### config.mk
export PLATFORM = sky130hd
export DESIGN_NAME = lcd_text_engine
export DESIGN_NICKNAME = d
export VERILOG_FILES = /design/src/rtl/lcd_text_engine.sv
export SDC_FILE = /design/constraint.sdc
export NUM_CORES = 1
export LEC_CHECK = 0
export BUFFER_PORTS_ARGS = -buffer_cell sky130_fd_sc_hd__buf_2
export CAP_MARGIN = 5
export CORE_ASPECT_RATIO = 1.75
export CORE_MARGIN = 1
export CORE_UTILIZATION = 50
export CTS_CLUSTER_DIAMETER = 100
export DETAILED_ROUTE_END_ITERATION = 10
export MAX_ROUTING_LAYER = met4
export PLACE_DENSITY = 0.68
export REMOVE_ABC_BUFFERS = 1
export SYNTH_ARGS = -nofsm -noshare
export SYNTH_HDL_FRONTEND = slang
export SYNTH_SLANG_ARGS = --single-unit
export TNS_END_PERCENT = 30
### constraint.sdc
create_clock -name CLK -period 4.7 [get_ports CLK]
set_input_delay 0.705 -clock CLK [delete_from_list [all_inputs] [get_ports CLK]]
set_output_delay 0.705 -clock CLK [all_outputs]
set_load 0.01 [all_outputs]
### src/rtl/lcd_text_engine.sv
// rtl/lcd_text_engine.sv - HD44780 4-bit byte-stream text engine with power-on init, cursor tracking and auto-wrap
module lcd_text_engine #(
    parameter int CLK_FREQ      = 50000000,
    parameter int COLS          = 16,
    parameter int ROWS          = 2,
    parameter int E_HIGH_CYCLES = 12,
    localparam int RW           = (ROWS > 2) ? 2 : 1,
    localparam int CLW          = $clog2(COLS + 1)
) (
    input  logic           CLK,
    input  logic           RST_N,
    input  logic           in_valid,
    output logic           in_ready,
    input  logic [7:0]     in_byte,
    input  logic           in_cmd,
    output logic [4:0]     LCD_D,
    output logic           LCD_E,
    output logic           init_done,
    output logic [RW-1:0]  cursor_row,
    output logic [CLW-1:0] cursor_col
);
    localparam int T_US = CLK_FREQ / 1000000;
    localparam int CW   = $clog2(15000 * T_US + 1);

    if (!(ROWS == 1 || ROWS == 2 || ROWS == 4)) begin : g_bad_rows
        $error("lcd_text_engine: ROWS must be 1, 2 or 4");
    end

    typedef enum logic [2:0] {S_PWR, S_INIT, S_IDLE, S_SEND, S_WRAP} state_t;
    typedef enum logic [1:0] {PH_SETUP, PH_EHI, PH_WAIT} phase_t;

    localparam logic [CW-1:0] E_LOAD   = CW'(E_HIGH_CYCLES - 1);
    localparam logic [CW-1:0] PWR_LOAD = CW'(15000 * T_US - 1);

    // Counters load (length - 1) and expire when they reach zero.
    function automatic logic [CW-1:0] wait_load(input int us);
        return CW'(us * T_US - 1);
    endfunction

    function automatic logic [3:0] init_nib(input logic [3:0] idx);
        case (idx)
            4'd0, 4'd1, 4'd2: return 4'h3;
            4'd3, 4'd4:       return 4'h2;
            4'd5:             return (ROWS == 1) ? 4'h0 : 4'h8;
            4'd7:             return 4'h8;
            4'd9:             return 4'h1;
            4'd11:            return 4'h6;
            4'd13:            return 4'hC;
            default:          return 4'h0;
        endcase
    endfunction

    function automatic logic [CW-1:0] init_wait(input logic [3:0] idx);
        case (idx)
            4'd0:                     return wait_load(4100);
            4'd1, 4'd2, 4'd3:         return wait_load(100);
            4'd9:                     return wait_load(3000);
            4'd5, 4'd7, 4'd11, 4'd13: return wait_load(53);
            default:                  return wait_load(10);
        endcase
    endfunction

    function automatic logic [7:0] ddram(input logic [RW-1:0] r, input logic [CLW-1:0] c);
        logic [7:0] off;
        case (int'(r))
            0:       off = 8'h00;
            1:       off = 8'h40;
            2:       off = 8'(COLS);
            default: off = 8'(8'h40 + COLS);
        endcase
        return 8'h80 | (off + 8'(c));
    endfunction

    function automatic logic [RW-1:0] row_next(input logic [RW-1:0] r);
        if (int'(r) == ROWS - 1) return '0;
        return r + 1'b1;
    endfunction

    state_t         state_q, state_d;
    phase_t         phase_q, phase_d;
    logic [CW-1:0]  cnt_q, cnt_d;
    logic [3:0]     idx_q, idx_d;
    logic [7:0]     byte_q, byte_d;
    logic           rs_q, rs_d, long_q, long_d, wrap_q, wrap_d;
    logic [RW-1:0]  prow_q, prow_d, row_q, row_d;
    logic [CLW-1:0] pcol_q, pcol_d, col_q, col_d;
    logic [4:0]     lcd_d_q, lcd_d_d;
    logic           lcd_e_q, lcd_e_d, done_q, done_d;

    logic [7:0]     dec_byte;
    logic           dec_rs, dec_long, dec_wrap;
    logic [RW-1:0]  dec_row;
    logic [CLW-1:0] dec_col;
    logic [RW-1:0]  wrap_row;
    logic [7:0]     wrap_byte;
    logic           start_nib, wait_done;
    logic [4:0]     start_val;
    logic [CW-1:0]  cur_wait;

    assign wrap_row  = row_next(prow_q);
    assign wrap_byte = ddram(wrap_row, '0);

    // Translate an incoming byte into the instruction/data to emit and the cursor it leaves behind.
    always_comb begin
        dec_byte = in_byte;
        dec_rs   = 1'b0;
        dec_long = 1'b0;
        dec_wrap = 1'b0;
        dec_row  = row_q;
        dec_col  = col_q;
        if (in_cmd) begin
            if (in_byte inside {8'h01, 8'h02, 8'h03}) begin
                dec_long = 1'b1;
                dec_row  = '0;
                dec_col  = '0;
            end
        end else begin
            case (in_byte)
                8'h0A: begin
                    dec_row  = row_next(row_q);
                    dec_col  = '0;
                    dec_byte = ddram(row_next(row_q), '0);
                end
                8'h0D: begin
                    dec_col  = '0;
                    dec_byte = ddram(row_q, '0);
                end
                8'h0C: begin
                    dec_byte = 8'h01;
                    dec_long = 1'b1;
                    dec_row  = '0;
                    dec_col  = '0;
                end
                default: begin
                    dec_rs   = 1'b1;
                    dec_col  = col_q + 1'b1;
                    dec_wrap = (int'(col_q) + 1 == COLS);
                end
            endcase
        end
    end

    always_comb begin
        state_d   = state_q;
        phase_d   = phase_q;
        cnt_d     = cnt_q;
        idx_d     = idx_q;
        byte_d    = byte_q;
        rs_d      = rs_q;
        long_d    = long_q;
        wrap_d    = wrap_q;
        prow_d    = prow_q;
        pcol_d    = pcol_q;
        row_d     = row_q;
        col_d     = col_q;
        lcd_d_d   = lcd_d_q;
        lcd_e_d   = lcd_e_q;
        done_d    = done_q;
        start_nib = 1'b0;
        start_val = 5'd0;
        cur_wait  = (idx_q[0] == 1'b0) ? wait_load(10) : (long_q ? wait_load(3000) : wait_load(53));
        if (state_q == S_INIT) cur_wait = init_wait(idx_q);
        wait_done = (phase_q == PH_WAIT) && (cnt_q == '0);

        if (state_q == S_INIT || state_q == S_SEND || state_q == S_WRAP) begin
            case (phase_q)
                PH_SETUP: begin
                    lcd_e_d = 1'b1;
                    phase_d = PH_EHI;
                    cnt_d   = E_LOAD;
                end
                PH_EHI: begin
                    if (cnt_q == '0) begin
                        lcd_e_d = 1'b0;
                        phase_d = PH_WAIT;
                        cnt_d   = cur_wait;
                    end else begin
                        cnt_d = cnt_q - 1'b1;
                    end
                end
                default: if (cnt_q != '0) cnt_d = cnt_q - 1'b1;
            endcase
        end

        case (state_q)
            S_PWR: begin
                if (cnt_q == '0) begin
                    state_d   = S_INIT;
                    idx_d     = 4'd0;
                    start_nib = 1'b1;
                    start_val = {1'b0, init_nib(4'd0)};
                end else begin
                    cnt_d = cnt_q - 1'b1;
                end
            end
            S_INIT: begin
                if (wait_done) begin
                    if (idx_q == 4'd13) begin
                        state_d = S_IDLE;
                        done_d  = 1'b1;
                    end else begin
                        idx_d     = idx_q + 4'd1;
                        start_nib = 1'b1;
                        start_val = {1'b0, init_nib(idx_q + 4'd1)};
                    end
                end
            end
            S_IDLE: begin
                if (in_valid) begin
                    state_d   = S_SEND;
                    idx_d     = 4'd0;
                    byte_d    = dec_byte;
                    rs_d      = dec_rs;
                    long_d    = dec_long;
                    wrap_d    = dec_wrap;
                    prow_d    = dec_row;
                    pcol_d    = dec_col;
                    start_nib = 1'b1;
                    start_val = {dec_rs, dec_byte[7:4]};
                end
            end
            S_SEND, S_WRAP: begin
                if (wait_done) begin
                    if (idx_q == 4'd0) begin
                        idx_d     = 4'd1;
                        start_nib = 1'b1;
                        start_val = {rs_q, byte_q[3:0]};
                    end else begin
                        row_d = prow_q;
                        col_d = pcol_q;
                        // A data write that filled the row chains straight into a set-DDRAM for the next row.
                        if (state_q == S_SEND && wrap_q) begin
                            state_d   = S_WRAP;
                            idx_d     = 4'd0;
                            byte_d    = wrap_byte;
                            rs_d      = 1'b0;
                            long_d    = 1'b0;
                            wrap_d    = 1'b0;
                            prow_d    = wrap_row;
                            pcol_d    = '0;
                            start_nib = 1'b1;
                            start_val = {1'b0, wrap_byte[7:4]};
                        end else begin
                            state_d = S_IDLE;
                        end
                    end
                end
            end
            default: state_d = S_PWR;
        endcase

        if (start_nib) begin
            lcd_d_d = start_val;
            lcd_e_d = 1'b0;
            phase_d = PH_SETUP;
            cnt_d   = '0;
        end
    end

    always_ff @(posedge CLK or negedge RST_N) begin
        if (!RST_N) begin
            state_q <= S_PWR;
            phase_q <= PH_SETUP;
            cnt_q   <= PWR_LOAD;
            idx_q   <= '0;
            byte_q  <= '0;
            rs_q    <= 1'b0;
            long_q  <= 1'b0;
            wrap_q  <= 1'b0;
            prow_q  <= '0;
            pcol_q  <= '0;
            row_q   <= '0;
            col_q   <= '0;
            lcd_d_q <= '0;
            lcd_e_q <= 1'b0;
            done_q  <= 1'b0;
        end else begin
            state_q <= state_d;
            phase_q <= phase_d;
            cnt_q   <= cnt_d;
            idx_q   <= idx_d;
            byte_q  <= byte_d;
            rs_q    <= rs_d;
            long_q  <= long_d;
            wrap_q  <= wrap_d;
            prow_q  <= prow_d;
            pcol_q  <= pcol_d;
            row_q   <= row_d;
            col_q   <= col_d;
            lcd_d_q <= lcd_d_d;
            lcd_e_q <= lcd_e_d;
            done_q  <= done_d;
        end
    end

    assign in_ready   = (state_q == S_IDLE);
    assign LCD_D      = lcd_d_q;
    assign LCD_E      = lcd_e_q;
    assign init_done  = done_q;
    assign cursor_row = row_q;
    assign cursor_col = col_q;
endmodule

==> impl_metrics.toml <==
[timing]
clock.fmax_ghz = 0.328
slew_headroom_pct = 35.5
hold_viol_final = 0
period_share_pct = 64.9
period_needed_ps = 3050
fin_tns_setup_ps = 0
setup_viol_count_final = 0
drv_slew = 0
whs_ps = 474
finalClockSkew_ps = 8.39
worst_pin_slew_ps = 960
rsz0062_at_grt = "false"

[cts]
cts.clk_slew.worst_paths_ps = 80
cts_resized = 0
cts_tree = "done"
cts_setup_buffers = 0
cts-root-buf = "clkbuf_16"
ctsHoldBuffers = 0
insertion_delay_ps = 300
cts_sinks = 54
clock_path_buffers = 2
cts_buffers = 5
ctsHtreeMaxLevel = 2

[power_and_ir_drop]
p_int_w = 0.000672
pwr-share-seq_pct = 52.9
power_density_nw_per_um2 = 205
comb_power_share_pct = 3.1
peakVddDrop_mv = 0.177
power_w = 0.000879
p_switching_w = 0.000208
power_leakage_nw = 1.77
swShare_pct = 23.6
pwr-share-clk_pct = 44.0

[global_route]
overflow = 0
track_usage_pct = 30.8
antenna_found_initial = 0
grt_max_degree = 55
grt_pass1_vias = 3753
grt_first_pass_wirelength_um = 19400

[synth]
synth_area_um2 = 4010
synth_edf_count = 0
synthCells = 479
synth_top_area_cell = "dfrtp_1"
ys.flop_type = "dfrtp_1"
synth_seq_cells = 54
async_flop_share_pct = 100
synth_top_cell_area_share_pct = 25.6
seq_area_frac_synth_pct = 34.1
synth_area_leaders = "dfrtp_1, dfstp_2, nand2_1"
syn_avg_cell_area_um2 = 8.37
yosys_warnings = 0
synth_cell_types = 78

[placement]
portBuffers = 25
hpwl_um = 8930
placedInstanceArea_um2 = 4150
place_congestion = 1.03

[setup_path]
crit_type = "flip-flop to flip-flop"
end_kind = "flip-flop"
critPathArrivalTime_ps = 3250
crit_family = "compound AO/OA/AOI/OAI gates"
crit_required_ps = 4900
path_common_cell = "a211oi_1"
cp-start-kind = "flip-flop"
path_cells = "inv_1, ha_1, nor3b_2, a211oi_1, a211oi_1, a21oi_2, o21ai_0, a311oi_1"
critPathBufInv = 1
crit_path_max_fanout = 18
critPathMaxStageDelay_ps = 750
critPathSlowestCell = "a21oi_2"

[final_layout]
seq_area_um2 = 1370
drive_gt1_share_pct = 15.9
diodes = 0
layout_commonest_cell = "nand2_1"
mostFrequentLayoutCells = "nand2_1, dfrtp_1, nor2_1, a21oi_1, o21ai_0"
multi_input_area_um2 = 2450
stdcell_area_um2 = 4300
nets = 514
fill_cells = 705
area_delta_synth_final_pct = 7.18

[die]
die-area_um2 = 8390
die_height_um = 120
io_pins = 26
rows = 42
initial_utilization_pct = 52.2
core-area_um2 = 7670
die_width_um = 69.7

[drt]
drtIter0Drc = 385
route.detailed.drc = 0
dr.pass1.iters = 5
drt.antenna.violating_nets = 0
vias = 3877
viasPerCell = 6.70
wl_per_cell_um = 20.7
drt-total-wl_um = 12000

[run]
cap_violations = 0

[run_status]
outcome = "finished clean"

[hold_path]
hold_class = "flip-flop to flip-flop"
[registers in the layout (all words and copies together) (netlist names)]
signal / cells
cursor_col: 5
byte_q: 4
cursor_row: 1
LCD_D: 5
idx_q: 4
pcol_q: 5
wrap_q: 1
state_q: 3
init_done: 1
phase_q: 2
rs_q: 1
long_q: 1
prow_q: 1
cnt_q: 20
[worst paths after layout]
check | cells after the start | start | to | slack, ps
worst max-delay path | 8 | idx_q[0]$_DFFE_PN0P_ | cnt_q[18]$_DFF_PN0_ | 1650
worst min-delay path | 1 | init_done$_DFFE_PN0P_ | init_done$_DFFE_PN0P_ | 470
worst max register to register | 8 | idx_q[0]$_DFFE_PN0P_ | cnt_q[18]$_DFF_PN0_ | 1650
worst min register to register | 1 | init_done$_DFFE_PN0P_ | init_done$_DFFE_PN0P_ | 470
max in group asynchronous | 2 | RST_N | cursor_col[1]$_DFFE_PN0P_ | 3720
min in group asynchronous | 2 | RST_N | idx_q[3]$_DFFE_PN0P_ | 530
[stage by stage]
step / setup slack (ps) / utilization (%) / instances
floorplan: 2210 / - / 456
global placement: 1860 / 54.0 / 571
detailed placement: 1700 / 54.0 / 571
CTS: 1650 / 56.0 / 579
global route: 1330 / 56.0 / 579
finish: 1650 / 56.0 / 579
[routing by layer]
layer | share of wire, % | wire length [um] | track usage [%]
met1 | 37 | 4410 | 31.6
met2 | 52 | 6300 | 54.4
met3 | 4.5 | 544 | 4.42
met4 | 6.3 | 754 | 19.8
met5 | 0 | 0 | -
[area by class of cell]
| cell class | count | share of cell area, % |
|---|---|---|
| multi-input combinational | 382 | 57.1 |
| sequential | 54 | 31.8 |
| timing repair buffer | 27 | 3.26 |
| clock buffer | 5 | 2.91 |
| tap | 88 | 2.56 |
| inverter | 20 | 1.75 |
| clock inverter | 3 | 0.553 |
[logic make-up (layout without fill, tap and decap cells)]
| family | after synthesis | in the layout | synth area share, % |
|---|---|---|---|
| AOI/OAI and AO/OA | 161 | 161 | 26.9 |
| xor gates and xnor gates | 9 | 9 | 1.97 |
| adders and majority gates | 12 | 12 | 3.75 |
| buffers and inverters | 43 | 55 | 4.65 |
| DFF | 54 | 54 | 34.1 |
| muxes | 8 | 8 | 2.47 |
| and+or+nand+nor | 192 | 192 | 26.1 |
[synthesized netlist by cell type (6+ instances only)]
cell type,number
xor2_1,7
dfstp_2,13
a211oi_1,9
clkbuf_1,11
inv_1,18
nand2b_1,10
a311oi_1,6
nand3_1,15
buf_2,8
nor2_1,41
nand2_1,52
nor3_1,23
a21oi_1,37
nor4_1,6
dfrtp_1,41
o31ai_1,12
ha_1,12
o21ai_0,34
[power groups by stage]
stage / Combinational (W) / Clock (W) / Sequential [W]
floorplan: 0.00000797 / 0 / 0.000474
detailed placement: 0.0000283 / 0 / 0.000474
CTS: 0.0000284 / 0.000391 / 0.000465
finish: 0.0000277 / 0.000387 / 0.000465
global route: 0.0000316 / 0.000406 / 0.000465
global placement: 0.0000277 / 0 / 0.000474
No activity file was read; power rests on OpenSTA's default activity.
